$ cat src/rtl/bin_to_bcd_seq_if.sv
// Handshake and result bundle for the sequential binary-to-BCD converter.
// The requester drives start/bin; the converter returns busy/done/bcd/blank.
interface bin_to_bcd_seq_if;
  logic        start;
  logic [9:0]  bin;
  logic        busy;
  logic        done;
  logic [15:0] bcd;
  logic [3:0]  blank;

  modport master (
    output start, bin,
    input  busy, done, bcd, blank
  );

  modport slave (
    input  start, bin,
    output busy, done, bcd, blank
  );
endinterface

$ cat src/rtl/bin_to_bcd_seq.sv
// 10-bit binary to 4-digit BCD, shift-add-3, one bit per clock.
// Result and leading-zero mask update only on the done edge.
module bin_to_bcd_seq (
  input  logic         CLK,
  input  logic         RSTn,
  bin_to_bcd_seq_if.slave bus
);
  typedef enum logic {IDLE, SHIFT} state_t;

  state_t      state;
  state_t      state_nxt;
  logic [9:0]  shreg;
  logic [15:0] scratch;
  logic [15:0] adj;
  logic [15:0] scr_nxt;
  logic [3:0]  step;
  logic        last;
  logic [15:0] bcd_q;
  logic [3:0]  blank_q;
  logic [3:0]  blank_nxt;
  logic        done_q;

  function automatic logic [3:0] add3(input logic [3:0] n);
    return (n >= 4'd5) ? n + 4'd3 : n;
  endfunction

  always_comb begin
    adj[15:12] = add3(scratch[15:12]);
    adj[11:8]  = add3(scratch[11:8]);
    adj[7:4]   = add3(scratch[7:4]);
    adj[3:0]   = add3(scratch[3:0]);
    scr_nxt    = (adj << 1) | {15'd0, shreg[9]};
    last       = (step == 4'd9);
  end

  always_comb begin
    blank_nxt[3] = (scr_nxt[15:12] == 4'd0);
    blank_nxt[2] = blank_nxt[3] & (scr_nxt[11:8] == 4'd0);
    blank_nxt[1] = blank_nxt[2] & (scr_nxt[7:4] == 4'd0);
    blank_nxt[0] = 1'b0;
  end

  always_comb begin
    state_nxt = state;
    unique case (1'b1)
      (state == IDLE):  if (bus.start) state_nxt = SHIFT;
      (state == SHIFT): if (last) state_nxt = IDLE;
      default:          state_nxt = IDLE;
    endcase
  end

  always_ff @(posedge CLK) begin
    if (!RSTn) begin
      state   <= IDLE;
      shreg   <= '0;
      scratch <= '0;
      step    <= '0;
      bcd_q   <= '0;
      blank_q <= 4'b1110;
      done_q  <= 1'b0;
    end else begin
      state  <= state_nxt;
      done_q <= 1'b0;
      if (state == IDLE && bus.start) begin
        shreg   <= bus.bin;
        scratch <= '0;
        step    <= '0;
      end else if (state == SHIFT) begin
        scratch <= scr_nxt;
        shreg   <= {shreg[8:0], 1'b0};
        step    <= step + 4'd1;
        // Final step: publish the shifted value, not the pre-step one
        if (last) begin
          bcd_q   <= scr_nxt;
          blank_q <= blank_nxt;
          done_q  <= 1'b1;
          step    <= '0;
        end
      end
    end
  end

  assign bus.busy  = (state == SHIFT);
  assign bus.done  = done_q;
  assign bus.bcd   = bcd_q;
  assign bus.blank = blank_q;
endmodule

$ cat src/flat_wrapper.sv
// flat-port wrapper written by rule: the top's interface ports become plain ports
module bin_to_bcd_seq_flat 
  (CLK, RSTn, bus_start, bus_bin, bus_busy, bus_done, bus_bcd, bus_blank);
  bin_to_bcd_seq_if bus_i ();
  input  logic CLK;
  input  logic RSTn;
  input wire logic [$bits(bus_i.start)-1:0] bus_start;
  input wire logic [$bits(bus_i.bin)-1:0] bus_bin;
  output wire logic [$bits(bus_i.busy)-1:0] bus_busy;
  output wire logic [$bits(bus_i.done)-1:0] bus_done;
  output wire logic [$bits(bus_i.bcd)-1:0] bus_bcd;
  output wire logic [$bits(bus_i.blank)-1:0] bus_blank;
  assign bus_i.start = bus_start;
  assign bus_i.bin = bus_bin;
  assign bus_busy = bus_i.busy;
  assign bus_done = bus_i.done;
  assign bus_bcd = bus_i.bcd;
  assign bus_blank = bus_i.blank;
  bin_to_bcd_seq u_core (.CLK(CLK), .RSTn(RSTn), .bus(bus_i));
endmodule
$ cat config.mk
export PLATFORM = sky130hd
export DESIGN_NAME = bin_to_bcd_seq_flat
export DESIGN_NICKNAME = d
export VERILOG_FILES = /design/src/rtl/bin_to_bcd_seq_if.sv /design/src/rtl/bin_to_bcd_seq.sv /design/src/flat_wrapper.sv
export SDC_FILE = /design/constraint.sdc
export NUM_CORES = 1
export LEC_CHECK = 0
export BUFFER_PORTS_ARGS = -buffer_cell sky130_fd_sc_hd__buf_4
export CAP_MARGIN = 20
export CORE_ASPECT_RATIO = 0.75
export CORE_MARGIN = 2
export CORE_UTILIZATION = 45
export DETAILED_ROUTE_END_ITERATION = 8
export PLACE_DENSITY_LB_ADDON = 0.1
export RECOVER_POWER = 25
export SLEW_MARGIN = 20
export SYNTH_ARGS = -nofsm -noshare
export SYNTH_HDL_FRONTEND = slang
export SYNTH_SLANG_ARGS = --single-unit
$ cat constraint.sdc
create_clock -name CLK -period 3 [get_ports CLK]
set_input_delay 0.3 -clock CLK [delete_from_list [all_inputs] [get_ports CLK]]
set_output_delay 0.3 -clock CLK [all_outputs]
set_load 0.1 [all_outputs]
==> metrics, run 1 <==
Root Buffer Master=clkbuf_8; status=completed; first-pass GRT wire length=8100 µm; CP arrival=2.21 ns; Clk pwr share=32.2%; achievable clock frequency=514 MHz; Post-Route WL=4910 µm; Seq/Total Area, Yosys=42.4%; combinational share of power=10.3%; Iter 0 DRT Violations=65; Yosys warnings=0; RSZ-0062 raised after global routing=false; RR Startpoint=u_core.scratch[12]; Overflow after GRT=0; EDFF count, synth=0; slew margin rel.=21.0%; Post-CTS Setup Repair Bufs=0; core box area=5240 µm²; Hold Crit Class=input port to register; clock insertion delay at the later pin of the skew report=0.31 ns; Final Critical Period=1.95 ns; Starting Density=46.0%; Synth area leaders=dfxtp_1 (42%), mux2i_1 (10%), nand2_1 (6.9%), ha_1 (4.2%), o21ai_0 (4.0%); top-area cell type share of the netlist area=42.4%; # DRC=0; internal power=0.000907 W; Total GRT Usage=17.6%; vias=1896; Sink Count=51; hpwl dp=3260 µm; io pins=35; Post-Layout Cell Count=380; final net count=325; Die Span Y=67.3 µm; Crit. End Element=register; Seq cells post-synth=51; die width=88.5 µm; Final Hold Viols=0; Cell variety after synth=35; Post-synth ARST share=0%; Critical path buffers and inverters=1; min-delay src=bus_bin[0]; Cell Area, Placed=2710 µm²; PD cells=448 nW/µm²; wire per inst=12.9 µm; largest net degree at the start of global routing=48; CP startpoint kind=register; mapped cell area=2410 µm²; antenna violations before repair=0; CTS Buf Count=5; post-cts repair resize count=0; Worst-path clk slew=0.09 ns; Worst IR Drop VDD=0.206 mV; most frequent cells after synthesis=dfxtp_1 (51), nand2_1 (44), mux2i_1 (24); required time worst endpoint=3.26 ns; Final Setup Violations=0; Port Buffers=33; switch share=25.9%; Crit Path Class=register to register; crit-path max cell delay=0.36 ns; Fin Setup TNS=0 ns; syn avg cell area=8.72 µm²; worst slew pin tran=1.19 ns; slowest library cell on the worst path=or3_4; CP cell instances=inv_1 > ha_1 > nand2b_1 > a21o_1 > or3_4 > a2111oi_4 > a41o_1; vias in the first global route=1713; Worst Setup SP=u_core.scratch[12]; ANT cells=0; Cells after DPL=372; commonest register cell after synthesis=dfxtp_1; cell family with most CP delay=compound AO/OA/AOI/OAI gates; leading area contributor after synthesis=dfxtp_1; H-tree Lvls=2; layout cells sized above 1=9.84%; hold buffers post-CTS=0; fin. max-slew vios=0; clk buf depth=2; most frequent cell after synthesis=dfxtp_1; CTS tree=done; final worst path period share=64.8%; switching power=0.000317 W; Pre-Repair DR Iteration Count=4; Post-Layout Inst Area=2730 µm²; GPL Wtd Cong=0.762; Area Overhead vs Synth=13.4%; Cells after Synth=276; CP max FO=5; ANT nets after route=0; Post-Syn Nets=297; Layout Skew=0.00843 ns; max-cap violations=0; Die ar.=5960 µm²; DR vias/cell=4.99; Leak Pwr=1.11 nW; sequential share of power=57.5%; Row Count=23
[stage by stage]
stage	util, %	total power (W)	setup WS, ns	hold WS [ns]
3_5_place_dp	51.7	0.000845	1.07	0.461
4_1_cts	53.3	0.00124	1.04	0.321
6_report	52.1	0.00122	1.05	0.339
2_1_floorplan	-	0.000812	0.738	0.440
3_3_place_gp	51.7	0.000843	1.14	0.454
5_1_grt	52.1	0.00128	0.896	0.340
[tightest hold or removal path: stages]
cell and delay [ns]:
buf_4 0.11, mux2i_1 0.13, nor3b_1 0.06
[layer usage]
| layer | share of wire, % | GRT usage, % | vias to the layer above |
|---|---|---|---|
| li1 | - | - | 994 |
| met1 | 52 | 24.6 | 864 |
| met2 | 43 | 26.9 | 31 |
| met3 | 3.7 | 3.91 | 7 |
| met4 | 1.4 | 6.25 | 0 |
| met5 | 0 | 0 | - |
[worst paths after layout]
check / end / slack, ns / cells past startpoint
setup / recovery: u_core.bus.blank[1] / 1.05 / 7
setup reg to reg: u_core.bus.blank[1] / 1.05 / 7
hold reg to reg: u_core.bus.bcd[0] / 0.47 / 2
hold / removal: u_core.shreg[0] / 0.34 / 3
[cells by family (layout without fill, tap and decap cells)]
family	after synthesis	after routing	synth area share, %
AO/OA/AOI/OAI	59	59	16.4
other	1	1	0.156
flip-flops	51	51	42.4
buffers and inverters	24	53	4.00
adder cells (fa/ha/maj)	8	8	4.16
XOR/XNOR	6	6	2.18
multiplexers	24	24	9.98
AND/OR/NAND/NOR	103	103	20.7
[area by class of cell]
cell class	count	area, µm²
Clock buffer	6	72.6
Sequential cell	51	1020
Inverter	9	33.8
Timing Repair Buffer	36	206
Tap cell	75	93.8
Clock inverter	2	12.5
Fill cell	549	2510
Multi-Input combinational cell	201	1290
[registers in the layout, summed over array words and instances, names as in the netlist]
name              count
u_core.step           4
u_core.scratch       16
u_core.bus.bcd       16
u_core.shreg         10
u_core.bus.blank      3
u_core.bus.done       1
u_core.bus.busy       1
[power by group through the flow]
stage	Clock, W	Sequential, W	Combinational (W)
2_1_floorplan	0	0.000723	0.0000893
3_5_place_dp	0	0.000719	0.000127
3_3_place_gp	0	0.000719	0.000124
4_1_cts	0.000413	0.000703	0.000127
6_report	0.000394	0.000704	0.000126
5_1_grt	0.000430	0.000706	0.000140
[layout by cell type, fill, tap and decap left out, drive strengths merged, types with 2 or more instances in the layout]
cell type / count
nor2b: 2
nor2: 20
nand3: 6
and2: 11
buf: 19
o21ai: 20
a21boi: 9
a21o: 2
nor3b: 8
inv: 9
nand2b: 5
clkbuf: 23
nand2: 44
mux2i: 24
nand3b: 2
nor3: 2
a21oi: 15
or3: 2
ha: 8
xnor2: 5
dfxtp: 51
a211oi: 4
o211a: 6
No activity file was read; power rests on OpenSTA's default activity.
==> run 2: changes to the inputs <==
--- a/config.mk
+++ b/config.mk
@@ -5,6 +5,7 @@
 export SDC_FILE = /design/constraint.sdc
 export NUM_CORES = 1
 export LEC_CHECK = 0
+export ABC_AREA = 1
 export BUFFER_PORTS_ARGS = -buffer_cell sky130_fd_sc_hd__buf_4
 export CAP_MARGIN = 20
 export CORE_ASPECT_RATIO = 0.75
==> constraint.sdc (replaced) <==
create_clock -name CLK -period 1.6 [get_ports CLK]
set_input_delay 0.16 -clock CLK [delete_from_list [all_inputs] [get_ports CLK]]
set_output_delay 0.16 -clock CLK [all_outputs]
set_load 0.1 [all_outputs]
==> run 2 against run 1 <==
- hold slack worse by 0.23 ns
- sequential power is 90% higher
- final cell count is 18% higher
- synthesized cell count is 21% higher
- setup slack worse by 0.96 ns
- core utilization is 2.4 points higher
- die area is 0.69% higher
- via count is 16% higher
- critical path depth is 4 higher
- clock skew hardly changed
- largest cell class unchanged
- highest routed layer unchanged
==> metrics, run 2 <==
Reg2Reg Setup Slack=0.09 ns; CP arrival=1.75 ns; Yosys warnings=0; syn avg cell area=7.26 µm²; most frequent cell after synthesis=nand2_1; Port Buffers=33; Starting Density=46.0%; commonest register cell after synthesis=dfxtp_1; required time worst endpoint=1.84 ns; Post-synth ARST share=0%; # DRC=0; clock insertion delay at the later pin of the skew report=0.30 ns; min-delay src=bus_bin[0]; mapped cell area=2420 µm²; Place WS=0.0462 ns; largest net degree at the start of global routing=27; largest family of logic cells by synthesized area=simple AND/OR/NAND/NOR gates; Worst Setup SP=u_core.scratch[12]; slew margin rel.=63.7%; vias in the first global route=1808; Row Count=23; status=completed; H-tree Lvls=2; Iter 0 DRT Violations=69; RR Startpoint=u_core.scratch[12]; Cells after DPL=440; wire per inst=12.3 µm; Hold Crit Class=input port to register; leading area contributor after synthesis=dfxtp_1; Final Critical Period=1.51 ns; PD cells=844 nW/µm²; Post-Route WL=5510 µm; CP max FO=4; Setup WS post-layout=0.0904 ns; Power, Total=0.00242 W; Cell Area, Placed=2780 µm²; commonest cells after routing, fill and taps aside=nand2_1 (88), dfxtp_1 (47), inv_1 (42); Crit. End Element=register; Post-CTS Setup Repair Bufs=0; Total GRT Usage=18.9%; Sink Count=51; Layout Skew=0.00868 ns; core box area=5270 µm²; final net count=393; most common cell after layout, fill and taps aside=nand2_1; Synth Area in XOR/XNOR=0.722%; Area Overhead vs Synth=18.3%; CTS Buf Count=5; Leak Pwr=1.45 nW; hpwl dp=3930 µm; Worst IR Drop VDD=0.499 mV; Final Setup Violations=0; Cells after Synth=334; worst slew pin tran=0.547 ns; achievable clock frequency=662 MHz; clk buf depth=2; first-pass GRT wire length=8540 µm; layout cells sized above 1=23.9%; Overflow after GRT=0; Post-Layout Inst Area=2870 µm²; Crit Path Class=register to register; Seq cells post-synth=51; top-area cell type share of the netlist area=42.1%; fin. max-slew vios=0; Pre-Repair DR Iteration Count=5; CP startpoint kind=register; Die Span Y=67.6 µm; EDFF count, synth=0; Synth area leaders=dfxtp_1 (42%), nand2_1 (14%), inv_1 (6.5%), nand3_1 (5.8%), o211ai_1 (4.3%); Worst-path clk slew=0.09 ns; final worst path period share=94.3%; DR vias/cell=4.90; Post-Layout Cell Count=448; ANT cells=0; Root Buffer Master=clkbuf_8; Seq/Total Area, Yosys=42.1%; simple-gate share of the synthesized area=27.6%; hold buffers post-CTS=0; die width=88.8 µm; post-cts repair resize count=0; compound-gate portion of the synthesized area=14.3%; max-cap violations=0; vias=2196; Post-Synth Adder-Cell Area=4.13%; most frequent cells after synthesis=nand2_1 (92), dfxtp_1 (51), inv_1 (42); GPL Wtd Cong=0.800; antenna violations before repair=0; io pins=35; Die ar.=6000 µm²; mux contribution to synthesized area=0%; Final Hold Viols=0; CTS tree=done; Cell variety after synth=26; Post-Syn Nets=355; ANT nets after route=0
run 2: cell count changes in the layout (fill, tap and decap cells not counted), moves of 9 or more:
cell and delta:
nand2_1 +44, inv_1 +33, mux2i_1 -24, nand3_1 +18, clkbuf_1 -16, clkbuf_2 +16
o211ai_1 +13, and2_1 -11, o21ai_2 +11, a21boi_0 -9, inv_2 +9
run 2: where the power goes:
| group | switching (W) | internal, W |
|---|---|---|
| registers | 0.0000295 | 0.00131 |
| logic | 0.000236 | 0.000129 |
| clock network | 0.000411 | 0.000308 |
run 2: area by class of cell:
type                       count  area (µm²)
sequential                    51        1030
tap                           75        93.8
multi-input combinational    218        1180
clock inverter                 1        5.00
clock buffer                   7        76.3
timing repair buffer          43         283
fill                         554        2400
inverter                      53         201
run 2: path summary, 6_finish.rpt:
kind                                             to  cells after the start
worst min register to register    u_core.bus.bcd[5]                      2
worst max-delay path            u_core.bus.blank[3]                     11
worst max register to register  u_core.bus.blank[3]                     11
worst min-delay path                u_core.shreg[0]                      3
run 2: through the flow:
stage	TNS, ns	hold slack (ns)	util (%)
2_1_floorplan	0	0.304	-
3_3_place_gp	0	0.418	52.7
3_5_place_dp	0	0.437	52.7
4_1_cts	0	0.105	54.3
5_1_grt	-0.0483	0.0945	54.5
6_report	0	0.111	54.5
run 2: critical path: stages, from the launching register on:
cell and delay (ns):
dfxtp_2 0.35, inv_1 0.08, ha_1 0.21, inv_1 0.07, nand2_2 0.09, nand3_2 0.08, nand2_1 0.06, nand2_2 0.08
nand2_1 0.11, nor2_4 0.16, nor2_1 0.07, nor2_1 0.09
run 2: layer usage:
metal | vias up | global-route usage [%] | wire length [µm]
met5 | - | 0 | 0
met4 | 0 | 6.82 | 71
met3 | 7 | 3.67 | 175
met2 | 35 | 28.5 | 2480
met1 | 1013 | 26.9 | 2780
li1 | 1141 | - | -
run 2: cells by family (layout without fill, tap and decap cells):
group | count (synthesis) | count (layout)
AO/OA/AOI/OAI | 55 | 55
XOR/XNOR | 2 | 2
adder cells (fa/ha/maj) | 8 | 8
buffers and inverters | 65 | 104
flip-flops | 51 | 51
other | 1 | 1
AND/OR/NAND/NOR | 152 | 152
